$ cat src/rtl/sparc_exu_byp_ecccheck.sv
// Two-stage SEC-DED checker/corrector for the EXU register-file read path.
// Stage 1 registers the recomputed syndrome; stage 2 decodes, corrects, and maintains the error log and CE counter.
module sparc_exu_byp_ecccheck #(
   parameter int TAG_W = 7,
   parameter int CNT_W = 8
) (
   input  logic             clk,
   input  logic             rst,
   input  logic             in_vld,
   input  logic [63:0]      in_data,
   input  logic [7:0]       in_chk,
   input  logic [TAG_W-1:0] in_tag,
   output logic             out_vld,
   output logic [63:0]      out_data,
   output logic             out_ce,
   output logic             out_ue,
   output logic [7:0]       out_syn,
   output logic             log_vld,
   output logic             log_ue,
   output logic [7:0]       log_syn,
   output logic [TAG_W-1:0] log_tag,
   input  logic             log_clr,
   output logic [CNT_W-1:0] ce_cnt
);

   // Hamming position of data bit idx: the (idx+1)-th integer >= 3 that is not a power of two.
   function automatic logic [6:0] pos_of(input int idx);
      int c;
      logic [6:0] r;
      c = 0;
      r = '0;
      for (int p = 3; p < 72; p++) begin
         if ((p & (p - 1)) != 0) begin
            if (c == idx) r = p[6:0];
            c++;
         end
      end
      return r;
   endfunction

   logic [6:0][63:0] cov;
   logic [6:0][7:0]  grp;
   logic [7:0]       par_grp;
   logic [7:0]       syn_next;
   logic [63:0]      flip;

   logic             s1_vld;
   logic [63:0]      s1_data;
   logic [7:0]       s1_syn;
   logic [TAG_W-1:0] s1_tag;

   logic             dec_ce;
   logic             dec_ue;
   logic             dec_err;
   logic [63:0]      corr_data;

   genvar gi, gj, gk;
   generate
      for (gi = 0; gi < 64; gi++) begin : g_bit
         localparam logic [6:0] POS = pos_of(gi);
         for (gj = 0; gj < 7; gj++) begin : g_cov
            assign cov[gj][gi] = POS[gj];
         end
         assign flip[gi] = s1_syn[7] && (s1_syn[6:0] == POS);
      end

      // Each check bit is an XOR of eight 8-input groups, keeping tree depth shallow ahead of the flop.
      for (gj = 0; gj < 7; gj++) begin : g_chk
         for (gk = 0; gk < 8; gk++) begin : g_grp
            assign grp[gj][gk] = ^(in_data[gk*8 +: 8] & cov[gj][gk*8 +: 8]);
         end
         assign syn_next[gj] = in_chk[gj] ^ (^grp[gj]);
      end

      for (gk = 0; gk < 8; gk++) begin : g_par
         assign par_grp[gk] = ^in_data[gk*8 +: 8];
      end
   endgenerate

   assign syn_next[7] = (^par_grp) ^ (^in_chk);

   always_ff @(posedge clk or posedge rst) begin
      if (rst) begin
         s1_vld  <= 1'b0;
         s1_data <= '0;
         s1_syn  <= '0;
         s1_tag  <= '0;
      end else begin
         s1_vld  <= in_vld;
         s1_data <= in_data;
         s1_syn  <= syn_next;
         s1_tag  <= in_tag;
      end
   end

   // Odd overall parity with s[6:0] <= 71 is a single-bit error (data or check bit); anything else nonzero is UE.
   always_comb begin
      dec_ce    = s1_vld && s1_syn[7] && (s1_syn[6:0] <= 7'd71);
      dec_ue    = s1_vld && (s1_syn[7] ? (s1_syn[6:0] > 7'd71) : (s1_syn[6:0] != 7'd0));
      dec_err   = dec_ce || dec_ue;
      corr_data = s1_data ^ flip;
   end

   always_ff @(posedge clk or posedge rst) begin
      if (rst) begin
         out_vld  <= 1'b0;
         out_data <= '0;
         out_ce   <= 1'b0;
         out_ue   <= 1'b0;
         out_syn  <= '0;
      end else begin
         out_vld  <= s1_vld;
         out_data <= corr_data;
         out_ce   <= dec_ce;
         out_ue   <= dec_ue;
         out_syn  <= s1_vld ? s1_syn : 8'h00;
      end
   end

   // A clear coinciding with a new error still captures it; a UE may replace a logged CE exactly once.
   always_ff @(posedge clk or posedge rst) begin
      if (rst) begin
         log_vld <= 1'b0;
         log_ue  <= 1'b0;
         log_syn <= '0;
         log_tag <= '0;
      end else if (dec_err && (!log_vld || log_clr || (dec_ue && !log_ue))) begin
         log_vld <= 1'b1;
         log_ue  <= dec_ue;
         log_syn <= s1_syn;
         log_tag <= s1_tag;
      end else if (log_clr) begin
         log_vld <= 1'b0;
         log_ue  <= 1'b0;
         log_syn <= '0;
         log_tag <= '0;
      end
   end

   always_ff @(posedge clk or posedge rst) begin
      if (rst) begin
         ce_cnt <= '0;
      end else if (dec_ce && (ce_cnt != {CNT_W{1'b1}})) begin
         ce_cnt <= ce_cnt + {{(CNT_W-1){1'b0}}, 1'b1};
      end
   end

endmodule

$ cat config.mk
export PLATFORM = sky130hd
export DESIGN_NAME = sparc_exu_byp_ecccheck
export DESIGN_NICKNAME = d
export VERILOG_FILES = /design/src/rtl/sparc_exu_byp_ecccheck.sv
export SDC_FILE = /design/constraint.sdc
export NUM_CORES = 1
export LEC_CHECK = 0
export CAP_MARGIN = 5
export CORE_MARGIN = 8
export CORE_UTILIZATION = 53
export DETAILED_ROUTE_END_ITERATION = 8
export PLACE_DENSITY_LB_ADDON = 0.08
export SLEW_MARGIN = 0
export SYNTH_ARGS = -nofsm -noshare
export SYNTH_HDL_FRONTEND = slang
export SYNTH_SLANG_ARGS = --single-unit
$ cat constraint.sdc
create_clock -name clk -period 19.1 [get_ports clk]
set_input_delay 4.775 -clock clk [delete_from_list [all_inputs] [get_ports clk]]
set_output_delay 4.775 -clock clk [all_outputs]
set_load 0.02 [all_outputs]
==> run summary <==
YS warnings: 0
Int Pwr: 825.6 uW
Final Hold Fails: 0
CTS tree: built
CTS Buf Count: 17
Chip width: 134.3 um
CP startpoint kind: primary input
Vias in the first global route: 5261
Router iterations before antenna repair: 4
Relative slew slack: 19.23%
Initial Util: 53.82%
Area of the core: 13770 um^2
Synthesized cell area: 7413 um^2
Status: complete, no violations
GPL Wtd Cong: 0.8777
Largest net degree at the start of global routing: 64
Port-buffer cells: 182
HPWL after DPL: 14.56 mm
Synthesized instance count: 571
Fraction of layout cells with a size suffix above 1: 5.072%
Post-route design area: 10020 um^2
Crit path kind: primary input to flop
RSZ-0062 raised after global routing: false
CTS Hold Buffers Added: 0
Clock period minus worst slack: 6.768 ns
Clock network power share: 28.3%
Pwr dens: 119.8 nW/um^2
Critical path data arrival time: 7.06 ns
Part of the power in registers: 39.9%
Measured slew at the worst slew-check pin: 1.207 ns
Fillcell total: 1004
DRT iter0 DRCs: 202
Placed inst area: 9445 um^2
Vias per inst: 5.012
Postcts setup bufs: 0
DR DRC count: 0
Setup Skew: 0.006680 ns
CP Capture Type: flop
CTS max path bufs: 2
H-tree depth: 4
Async SR Flop Fraction: 100.0%
Drt total wl: 18.92 mm
Sw frac: 31.22%
Post-synthesis sequential area ratio: 60.76%
Fin. max-slew vios: 0
Die Y: 134.3 um
DR WL/cell: 19.93 um
FP Rows: 43
Worst hold slack: 0.4346 ns
Routed Antenna Nets: 0
Worst IR drop on VDD: 0.07824 mV
Fmax: 147.8 MHz
First-pass GRT wire length: 29.51 mm
GRT Residual Overflow: 0
Yosys reg bits: 180
Setup violations, final: 0
Worst min path class: flop to flop
Initial antenna violation count: 0
Gate power share: 31.8%
Mean Syn Cell Area: 12.98 um^2
Clk root buf: clkbuf_16
Synthesized net count: 655
Gr usage total: 21.77%
CP max FO: 3
Prevailing post-synth register cell: dfrtp_1
Antenna diodes: 0
Vias: 4756
Sw power: 374.8 uW
Die ar.: 18030 um^2
Most frequent cells in the layout: clkdlybuf4s50_1 (182), dfrtp_1 (180), xnor2_1 (143), nand2_1 (54), xor2_1 (37)
Commonest non-fill, non-tap cell in the layout: clkdlybuf4s50_1
Ports: 183
Post-synth EDFFs: 0
Post-CTS sizing: 0
Setup TNS Final: 0 ns
Worst-Skew Late Latency: 0.42 ns
Fin nets: 844
WP data required: 19.40 ns
Clock Sinks: 180
Clock transition at path regs: 0.06 ns
Maxcap violations: 0
Leak: 4.221 nW
Netlist cell types: 30
Final Cycle Share: 35.43%
Area Growth Syn to Fin: 35.16%
[cell usage after synthesis (2+ instances only)]
cell type	count	area [um^2]
and2_1	9	56.30
and3_1	4	25.02
clkbuf_1	14	52.55
dfrtp_1	180	4504
inv_1	18	67.56
nand2_1	54	202.7
nand3_1	5	25.02
nand3b_1	16	120.1
nand4_1	6	37.54
nor2_1	29	108.9
nor3_1	7	35.03
o21ai_0	16	80.08
or2_2	4	25.02
xnor2_1	143	1252
xnor2_2	2	32.53
xnor3_1	14	315.3
xor2_1	37	324.1
[area by class of cell]
type	instances	area, um^2	area share (%)
sequential	180	4504	44.96
multi-input combinational	359	2806	28.01
timing repair buffer	184	1837	18.33
clock buffer	24	501.7	5.007
tap	180	225.2	2.248
clock inverter	4	72.57	0.7243
inverter	18	72.57	0.7243
[state kept, by name, indices dropped and copies added, names as in the netlist]
signal    count
ce_cnt        8
log_syn       8
log_tag       7
log_ue        1
log_vld       1
out_ce        1
out_data     64
out_syn       8
out_ue        1
out_vld       1
s1_data      64
s1_syn        8
s1_tag        7
s1_vld        1
[per-stage QoR]
stage / cells / power (mW) / worst slack (ns) / utilization [%]
after floorplan: 571 / 0.7105 / 9.438 / -
after global placement: 921 / 0.8534 / 11.97 / 68.58
after detailed placement: 921 / 0.8646 / 11.89 / 68.58
after CTS: 949 / 1.208 / 12.33 / 72.75
after global routing: 949 / 1.252 / 12.29 / 72.75
final: 949 / 1.200 / 12.33 / 72.75
[cells by family after synthesis]
kind of cell	synth area share [%]
xor gates and xnor gates	26.95
DFF	60.76
and+or+nand+nor	8.827
buffers and inverters	1.620
AOI/OAI and AO/OA	1.519
muxes	0.1519
adders and majority gates	0.1687
[power groups by stage]
stage	Sequential (mW)	Combinational (mW)	Clock, mW
3_3_place_gp	0.483	0.371	0
5_1_grt	0.486	0.405	0.361
2_1_floorplan	0.505	0.206	0
3_5_place_dp	0.485	0.379	0
6_report	0.479	0.382	0.340
4_1_cts	0.479	0.384	0.346
[path summary, 6_finish.rpt]
check / start / end / slack, ns / cells past startpoint
worst max-delay path: in_data[51] / s1_syn[7]$_DFF_PP0_ / 12.33 / 6
worst min-delay path: s1_data[3]$_DFF_PP0_ / out_data[3]$_DFF_PP0_ / 0.43 / 1
worst max register to register: s1_syn[7]$_DFF_PP0_ / out_data[16]$_DFF_PP0_ / 16.63 / 5
worst min register to register: s1_data[3]$_DFF_PP0_ / out_data[3]$_DFF_PP0_ / 0.43 / 1
max in group asynchronous: rst / s1_data[7]$_DFF_PP0_ / 13.13 / 3
min in group asynchronous: rst / out_data[12]$_DFF_PP0_ / 4.79 / 2
[metal layers]
layer	vias up	track usage (%)	part of all wire [%]
met5	-	0	0
met4	0	7.174	1.6
met3	19	5.460	6.3
met2	181	36.93	52
met1	2377	26.61	40
li1	2179	-	-
[critical path, stage by stage]
cell	delay, ns
clkdlybuf4s50_1	0.56
xnor2_1	0.13
xnor2_1	0.31
xnor3_1	0.52
xnor3_2	0.41
xnor3_1	0.36
Note: power is estimated with default switching activity, not from simulation.
